--- src/rtl/dog_stream_source_if.sv ---
// Pixel-in / DoG-triple-out bundle for dog_stream_source.
// Handshakes: g0..g3 move when in_valid && in_ready are both high on a rising edge.
// Diff1..3 are a beat only in a cycle with data_valid high; sink_busy high stops the next beat.
interface dog_stream_source_if;
  logic [7:0]  g0;
  logic [7:0]  g1;
  logic [7:0]  g2;
  logic [7:0]  g3;
  logic        in_valid;
  logic        in_ready;
  logic        sink_busy;
  logic [15:0] Diff1;
  logic [15:0] Diff2;
  logic [15:0] Diff3;
  logic        data_valid;

  modport slave (
    input  g0, g1, g2, g3, in_valid, sink_busy,
    output in_ready, Diff1, Diff2, Diff3, data_valid
  );

  modport master (
    output g0, g1, g2, g3, in_valid, sink_busy,
    input  in_ready, Diff1, Diff2, Diff3, data_valid
  );
endinterface

--- src/rtl/dog_stream_source.sv ---
// Difference-of-Gaussian triple stream: diff stage -> FIFO -> output regs, one beat per pixel.
// Optional macro DOG_OFFSET_EN biases every difference by +256 so it is strictly positive.
module dog_stream_source #(
  parameter int N            = 450,
  parameter int M            = 600,
  parameter int FIFO_DEPTH   = 16,
  parameter int AFULL_MARGIN = 4
) (
  input  logic               clk,
  input  logic               rst_n,
  input  logic               start,
  dog_stream_source_if.slave s,
  output logic               frame_done,
  output logic [1:0]         dbg_state_o
);

  localparam int PIX = N * M;
  localparam int PW  = (PIX > 1) ? $clog2(PIX) : 1;
  localparam int AW  = (FIFO_DEPTH > 1) ? $clog2(FIFO_DEPTH) : 1;
  localparam int CW  = AW + 1;
  localparam logic [CW:0] THRESH = (CW+1)'(FIFO_DEPTH - AFULL_MARGIN);
  localparam logic [PW-1:0] LAST_PIX = PW'(PIX - 1);

`ifdef DOG_OFFSET_EN
  localparam logic [15:0] DIFF_OFFSET = 16'd256;
`else
  localparam logic [15:0] DIFF_OFFSET = 16'd0;
`endif

  typedef enum logic [1:0] {
    S_IDLE   = 2'd0,
    S_STREAM = 2'd1,
    S_DRAIN  = 2'd2
  } state_t;

  state_t          state_q, state_d;
  logic [PW-1:0]   pix_q, pix_d;
  logic            stage_full_q;
  logic [47:0]     stage_q;
  logic [47:0]     mem_q [FIFO_DEPTH];
  logic [AW-1:0]   wr_ptr_q, rd_ptr_q;
  logic [CW-1:0]   count_q, count_d;
  logic            dv_q;
  logic [15:0]     d1_q, d2_q, d3_q;
  logic [CW:0]     occ;
  logic            in_ready;
  logic            accept;
  logic            push;
  logic            pop;

  function automatic logic [15:0] dog_diff(input logic [7:0] hi, input logic [7:0] lo);
    return ({8'h00, hi} - {8'h00, lo}) + DIFF_OFFSET;
  endfunction

  // The stage register always empties into the FIFO next cycle, so it counts as occupied space.
  assign occ      = {1'b0, count_q} + {{CW{1'b0}}, stage_full_q};
  assign in_ready = (state_q == S_STREAM) && (occ <= THRESH);
  assign accept   = s.in_valid && in_ready;
  assign push     = stage_full_q;
  assign pop      = (count_q != '0) && !s.sink_busy;

  always_comb begin
    state_d    = state_q;
    pix_d      = pix_q;
    frame_done = 1'b0;
    case (state_q)
      S_IDLE: begin
        if (start) begin
          state_d = S_STREAM;
          pix_d   = '0;
        end
      end
      S_STREAM: begin
        if (accept) begin
          if (pix_q == LAST_PIX) state_d = S_DRAIN;
          else                   pix_d   = pix_q + PW'(1);
        end
      end
      S_DRAIN: begin
        // The last pop is on the output this cycle once nothing is left behind it.
        if (!stage_full_q && (count_q == '0) && dv_q) begin
          state_d    = S_IDLE;
          frame_done = 1'b1;
        end
      end
      default: state_d = S_IDLE;
    endcase
  end

  always_comb begin
    count_d = count_q;
    if (push && !pop)      count_d = count_q + CW'(1);
    else if (!push && pop) count_d = count_q - CW'(1);
  end

  always_ff @(posedge clk or negedge rst_n) begin
    if (!rst_n) begin
      state_q <= S_IDLE;
      pix_q   <= '0;
    end else begin
      state_q <= state_d;
      pix_q   <= pix_d;
    end
  end

  always_ff @(posedge clk or negedge rst_n) begin
    if (!rst_n) begin
      stage_full_q <= 1'b0;
      stage_q      <= '0;
    end else begin
      stage_full_q <= accept;
      if (accept) begin
        stage_q <= {dog_diff(s.g1, s.g0), dog_diff(s.g2, s.g1), dog_diff(s.g3, s.g2)};
      end
    end
  end

  // Storage needs no reset; emptiness is tracked by the pointers and count.
  always_ff @(posedge clk) begin
    if (push) mem_q[wr_ptr_q] <= stage_q;
  end

  always_ff @(posedge clk or negedge rst_n) begin
    if (!rst_n) begin
      wr_ptr_q <= '0;
      rd_ptr_q <= '0;
      count_q  <= '0;
    end else begin
      if (push) wr_ptr_q <= wr_ptr_q + AW'(1);
      if (pop)  rd_ptr_q <= rd_ptr_q + AW'(1);
      count_q <= count_d;
    end
  end

  always_ff @(posedge clk or negedge rst_n) begin
    if (!rst_n) begin
      dv_q <= 1'b0;
      d1_q <= '0;
      d2_q <= '0;
      d3_q <= '0;
    end else begin
      dv_q <= pop;
      if (pop) {d1_q, d2_q, d3_q} <= mem_q[rd_ptr_q];
    end
  end

  assign s.in_ready   = in_ready;
  assign s.data_valid = dv_q;
  assign s.Diff1      = d1_q;
  assign s.Diff2      = d2_q;
  assign s.Diff3      = d3_q;
  assign dbg_state_o  = state_q;

endmodule

--- src/flat_wrapper.sv ---
// flat-port wrapper written by rule: the top's interface ports become plain ports
module dog_stream_source_flat 
#(
  parameter int N            = 450,
  parameter int M            = 600,
  parameter int FIFO_DEPTH   = 16,
  parameter int AFULL_MARGIN = 4
)
  (clk, rst_n, start, frame_done, dbg_state_o, s_g0, s_g1, s_g2, s_g3, s_in_valid, s_sink_busy, s_in_ready, s_Diff1, s_Diff2, s_Diff3, s_data_valid);
  dog_stream_source_if s_i ();
  input  logic clk;
  input  logic rst_n;
  input  logic start;
  output logic frame_done;
  output logic [1:0] dbg_state_o;
  input wire logic [$bits(s_i.g0)-1:0] s_g0;
  input wire logic [$bits(s_i.g1)-1:0] s_g1;
  input wire logic [$bits(s_i.g2)-1:0] s_g2;
  input wire logic [$bits(s_i.g3)-1:0] s_g3;
  input wire logic [$bits(s_i.in_valid)-1:0] s_in_valid;
  input wire logic [$bits(s_i.sink_busy)-1:0] s_sink_busy;
  output wire logic [$bits(s_i.in_ready)-1:0] s_in_ready;
  output wire logic [$bits(s_i.Diff1)-1:0] s_Diff1;
  output wire logic [$bits(s_i.Diff2)-1:0] s_Diff2;
  output wire logic [$bits(s_i.Diff3)-1:0] s_Diff3;
  output wire logic [$bits(s_i.data_valid)-1:0] s_data_valid;
  assign s_i.g0 = s_g0;
  assign s_i.g1 = s_g1;
  assign s_i.g2 = s_g2;
  assign s_i.g3 = s_g3;
  assign s_i.in_valid = s_in_valid;
  assign s_i.sink_busy = s_sink_busy;
  assign s_in_ready = s_i.in_ready;
  assign s_Diff1 = s_i.Diff1;
  assign s_Diff2 = s_i.Diff2;
  assign s_Diff3 = s_i.Diff3;
  assign s_data_valid = s_i.data_valid;
  dog_stream_source #(.N(N), .M(M), .FIFO_DEPTH(FIFO_DEPTH), .AFULL_MARGIN(AFULL_MARGIN)) u_core (.clk(clk), .rst_n(rst_n), .start(start), .s(s_i), .frame_done(frame_done), .dbg_state_o(dbg_state_o));
endmodule
--- config.mk ---
export PLATFORM = sky130hd
export DESIGN_NAME = dog_stream_source_flat
export DESIGN_NICKNAME = d
export VERILOG_FILES = /design/src/rtl/dog_stream_source_if.sv /design/src/rtl/dog_stream_source.sv /design/src/flat_wrapper.sv
export SDC_FILE = /design/constraint.sdc
export NUM_CORES = 1
export LEC_CHECK = 0
export ABC_AREA = 1
export BUFFER_PORTS_ARGS = -buffer_cell sky130_fd_sc_hd__buf_2
export CORE_UTILIZATION = 55
export DETAILED_ROUTE_END_ITERATION = 10
export GPL_ROUTABILITY_DRIVEN = 0
export PLACE_DENSITY = 0.72
export SYNTH_ARGS = -nofsm -noshare
export SYNTH_HDL_FRONTEND = slang
export SYNTH_SLANG_ARGS = --single-unit
--- constraint.sdc ---
create_clock -name clk -period 2.8 [get_ports clk]
set_input_delay 0.28 -clock clk [delete_from_list [all_inputs] [get_ports clk]]
set_output_delay 0.28 -clock clk [all_outputs]
set_load 0.01 [all_outputs]
* Word level (Yosys, flattened, before mapping)
Memories as Yosys holds them, arrays and structs flattened. A register that Yosys moved wholly into a read port is not among the register bits. Cells that the tools add are included.
Word-level totals: memories 1, RAM bits 768, word-level logic and storage cells 60, bits in registers 84, input port bits 37, output and inout bits 53
Memory list:
- u_core.mem_q | words 16, width 48, read ports 1, clocked after Yosys merged registers in 1, wr ports 1, line dog_stream_source.sv:40 | logic [47:0] mem_q [FIFO_DEPTH];
Cells by class: muxes and demuxes 15, magnitude comparators 1, equal/unequal tests 8, $add $sub $neg 9, reductions and logical operators 18
Operators by type and width (number):
- $mux W19 | 3
- $pmux W19 S2 | 1
- $sub A8 B8 Y9 | 3
- $add A19 B1 Y19 const B | 1
- $eq A19 B19 Y1 const B | 1
- $mux W5 | 2
- $add A4 B1 Y4 const B | 2
- $mux W2 | 4
- $reduce_and A4 Y1 | 2
- $logic_and A1 B1 Y1 | 7
- $add A5 B1 Y6 | 1
- $le A6 B4 Y1 const B | 1
- $ne A2 B2 Y1 const B | 3
- $pmux W2 S3 | 1
- $add A5 B1 Y5 const B | 1
- $logic_not A5 Y1 | 1
- $reduce_bool A5 Y1 | 1
- $sub A5 B1 Y5 const B | 1
- $logic_not A1 Y1 | 4
- $mux W1 | 4
- $ne A2 B1 Y1 const B | 2
- $reduce_bool A2 Y1 | 2
- $eq A2 B1 Y1 const B | 1
- $eq A2 B2 Y1 const B | 1
- $logic_not A2 Y1 | 1

* Logic depth before layout (Yosys ltp)
word-level depth 6, gate-level depth with buffers 14, depth with buffers taken out 13

* Worst setup path after synthesis
OpenSTA, ideal clock, no wires.
path kind register -> register, start register u_core.count_q[1], end register u_core.count_q[4], period minus slack after synthesis 2.381 ns, setup time 0.123 ns, data arrival time 2.258 ns, setup slack 0.419 ns, required time 2.677 ns, stages on the path, launching flop included 13, path buffers 1, cells stage by stage dfrtp_1 -> nor3_1 -> nand3_1 -> nand2_1 -> clkbuf_1 -> ha_1 -> inv_1 -> fa_1 -> nand2_1 -> a21oi_1 -> o21ai_0 -> nand3_1 -> xor2_1
On the way: cells in the longest elaborated chain, start to end 5, elaborated cells between the ends (all ways) 10, those cells by class 2 x add/sub; 2 x mux; 6 x reduce/logical
Ends and longest elaborated chain:
- from (decl) | line dog_stream_source.sv:42 | logic [CW-1:0] count_q, count_d;
- from (signal assigned) | line dog_stream_source.sv:131 | count_q <= count_d;
- branches (longest 5 deep; another with $sub A5 B1 Y5)
Parallel ways; which one is timed is not known. The select of a mux whose other input is x is not followed. A chain may end at the register's enable or synchronous reset.

* Final worst setup path
start register u_core.count_q[0], end output s_in_ready
On the way: cells in the longest elaborated chain, start to end 3
Ends and longest elaborated chain:
- $add A5 B1 Y6 | line dog_stream_source.sv:56 | assign occ = {1'b0, count_q} + {{CW{1'b0}}, stage_full_q};
- $le A6 B4 Y1 | line dog_stream_source.sv:57 | assign in_ready = (state_q == S_STREAM) && (occ <= THRESH);
- $logic_and A1 B1 Y1 | line dog_stream_source.sv:57
- to (decl) | line flat_wrapper.sv:22 | output wire logic [$bits(s_i.in_ready)-1:0] s_in_ready;
No other way between the ends.

==> impl_metrics.csv <==
group,metric,value,unit
finish,fin_nets,2202,
timing,finClkSkew,0.0190,ns
critical_path,worstSetupStartpoint,"u_core.count_q[0]",
timing,rsz0062_at_grt,"false",
global_route,antenna_found_initial,1,
detailed_routing,via_per_inst,5.76,
detailed_routing,dr_wl_met2,26000,um
critical_path,r2r_slack,0.41,ns
yosys,synth_edf_count,432,
detailed_routing,wire_per_inst,20.0,um
floorplanning,core,40100,sq um
floorplanning,initial_core_util,56.3,%
timing,setup_violations,0,
detailed_routing,maxUsedRoutingLayer,"met4",
yosys,synth_top_family_by_area,"simple AND/OR/NAND/NOR gates",
floorplanning,rows,73,
critical_path,worstSetupPathType,"flip-flop to output pin",
timing,maxSlewViolCount,0,
yosys,synth_compound_area_share,5.39,%
hold_path,whs_path_depth,3,
global_route,grt_max_degree,67,
yosys,yosys-top-cells-count,"nand2_1 (674), edfxtp_1 (432), nand3_1 (244)",
critical_path,crit_fanout,5,
floorplanning,die_w,205,um
yosys,async_reset_ff_share,17.2,%
yosys,yosysMostFrequentCell,"nand2_1",
finish,final_layout_size_suffix_gt1_share,11.8,%
yosys,yosysWarningCount,0,
power,power_density,1050,nW/um^2
detailed_routing,vias,15505,
critical_path,worst_r2r_startpoint,"u_core.count_q[1]",
yosys,synth_cells,2063,
floorplanning,die-height,205,um
place,dp_slack,0.494,ns
yosys,yosysTopAreaCell,"edfxtp_1",
clock_tree,cts_resized,0,
critical_path,r2r_cells,11,
yosys,synthFlopType,"edfxtp_1",
yosys,yosys.area_share.adder,2.35,%
global_route,grt_pass1_vias,14887,
clock_tree,cts.sinks,522,
power,power.leakage,0.00997,uW
detailed_routing,ant_nets,0,
finish,nFillCells,2978,
hold_path,min_to,"u_core.stage_q[0]",
clock_tree,path_clk_slew,0.06,ns
detailed_routing,wirelength,53900,um
detailed_routing,wl_met1,21600,um
job,maxCapViolCount,0,
hold_path,min_path_type,"primary input to flip-flop",
critical_path,start_kind,"flip-flop",
global_route,grt_pass1_wl,83500,um
yosys,synth-xor-area-share,1.28,%
yosys,ys_seq_area_share,67.4,%
yosys,syn_nets,2140,
floorplanning,dieArea,41900,sq um
clock_tree,clockBufferDepth,3,
timing,final_hold_viol_count,0,
clock_tree,htree_num_levels,2,
critical_path,crit_path_end_kind,"output pin",
yosys,synth_area_leaders,"edfxtp_1 (57%), nand2_1 (11%), dfrtp_1 (10%)",
clock_tree,cts-root-buf,"clkbuf_16",
critical_path,required,2.52,ns
hold_path,hp-start,"s_g2[0]",
timing,period_share,89.2,%
run_status,status,"finished clean",
timing,worst_slack,0.303,ns
critical_path,regToRegEndpoint,"u_core.count_q[4]",
timing,finalCriticalPeriod,2.50,ns
timing,tightest_slew,0.905,ns
detailed_routing,drc,0,
yosys,synth.avg_cell_area,10.9,sq um
detailed_routing,wl_met3,4970,um
finish,syn_to_final_growth,12.6,%
yosys,yosysUniqueCellTypes,36,
yosys,synth_top_area_share,57.5,%
yosys,synth_seq_cells,522,
timing,fmax,0.400,GHz
place,io_buffers,89,
global_route,track_usage,26.5,%
yosys,syn-cell-area,22600,sq um
clock_tree,cts_inserted_buffers,51,
detailed_routing,firstDrtPassIters,5,
place,hpwlAfterDp,30100,um
yosys,synth_mux_area_share,0,%
power,ir_drop,0.893,mV
clock_tree,cts_tree,"yes",
critical_path,critPathArrivalTime,2.22,ns
timing,setup_tns,0,ns
detailed_routing,first_iter_violations,1563,
yosys,yosys.area_share.simple,19.4,%
timing,slew_headroom,39.6,%
floorplanning,boundaryPins,90,
global_route,grt.overflow.total,0,
clock_tree,worstSkewPairLatency,0.59,ns
[report_power, final]
group | total [uW] | internal (uW) | switching [uW] | leakage, uW
sequential | 11700 | 10200 | 1470 | 0.00503
clock | 7060 | 4190 | 2870 | 0.000842
combinational | 7950 | 2520 | 5430 | 0.00410
[area by class of cell]
type	instances	area [sq um]	share of cell area, %
inverter	73	280	1.10
timing repair buffer	135	998	3.93
tap	525	657	2.58
antenna	2	5.00	0.0197
sequential	522	15200	59.9
multi-input combinational	1342	6540	25.7
clock buffer	60	1320	5.19
clock inverter	34	392	1.54
[per-stage QoR]
step | instance area, sq um | utilization (%) | hold slack [ns] | cells | power, uW
final | 25400 | 63.4 | 0.0389 | 2693 | 26700
after floorplan | 22600 | - | -0.0156 | 2063 | 16900
after global placement | 23700 | 59.1 | 0.349 | 2595 | 19400
after detailed placement | 23700 | 59.1 | 0.354 | 2595 | 19700
after CTS | 25400 | 63.4 | 0.0172 | 2691 | 26700
after global routing | 25400 | 63.4 | 0.0406 | 2691 | 28100
[routing by layer]
layer	global-route usage, %	up-vias
li1	-	7212
met1	36.0	7483
met2	43.2	714
met3	4.76	96
met4	8.53	0
met5	0	-
[kinds of logic (layout without fill, tap and decap cells)]
logic type,after synthesis,count (layout)
simple gates,1047,1047
flops,522,522
other cells,0,2
compound gates,222,222
buf+inv,199,302
fa+ha+maj,40,40
xor+xnor,33,33
[how the worst max path moves through the flow]
stage / slack, ns / cells past startpoint / end
6_report: 0.30 / 8 / s_in_ready
5_1_grt: 0.13 / 8 / s_in_ready
4_1_cts: 0.28 / 8 / s_in_ready
3_5_place_dp: 0.49 / 11 / u_core.count_q[4]
3_3_place_gp: 0.57 / 11 / u_core.count_q[4]
2_1_floorplan: 0.42 / 12 / u_core.count_q[4]
[repair_timing]
item,4_1_cts,5_1_grt
hold endpoints to repair,51,0
hold buffers,2,0
buffers inserted,0,0
[state kept, by name, indices dropped and copies added (netlist names)]
signal,flops
u_core.mem_q,432
u_core.stage_q,27
u_core.pix_q,19
u_core.s.Diff1,9
u_core.s.Diff2,9
u_core.s.Diff3,9
u_core.count_q,5
u_core.rd_ptr_q,4
u_core.wr_ptr_q,4
u_core.dbg_state_o,2
u_core.push,1
u_core.s.data_valid,1
[layout by cell type, fill, tap and decap left out, drive strengths merged, types with 36 or more instances in the layout]
cell type	n
inv	73
dfrtp	90
nor2	97
a21oi	157
ha	36
edfxtp	432
nand2	677
clkbuf	60
nand3	256
buf	133
[worst max-delay path, stage by stage, from the launching register on]
cell and delay (ns):
dfrtp_1 0.46, ha_1 0.24, ha_1 0.20, nand2_2 0.08
nor2_1 0.12, nand3_1 0.10, a21oi_2 0.16, and2_1 0.14
buf_2 0.14
(Power assumes the default switching activity.)
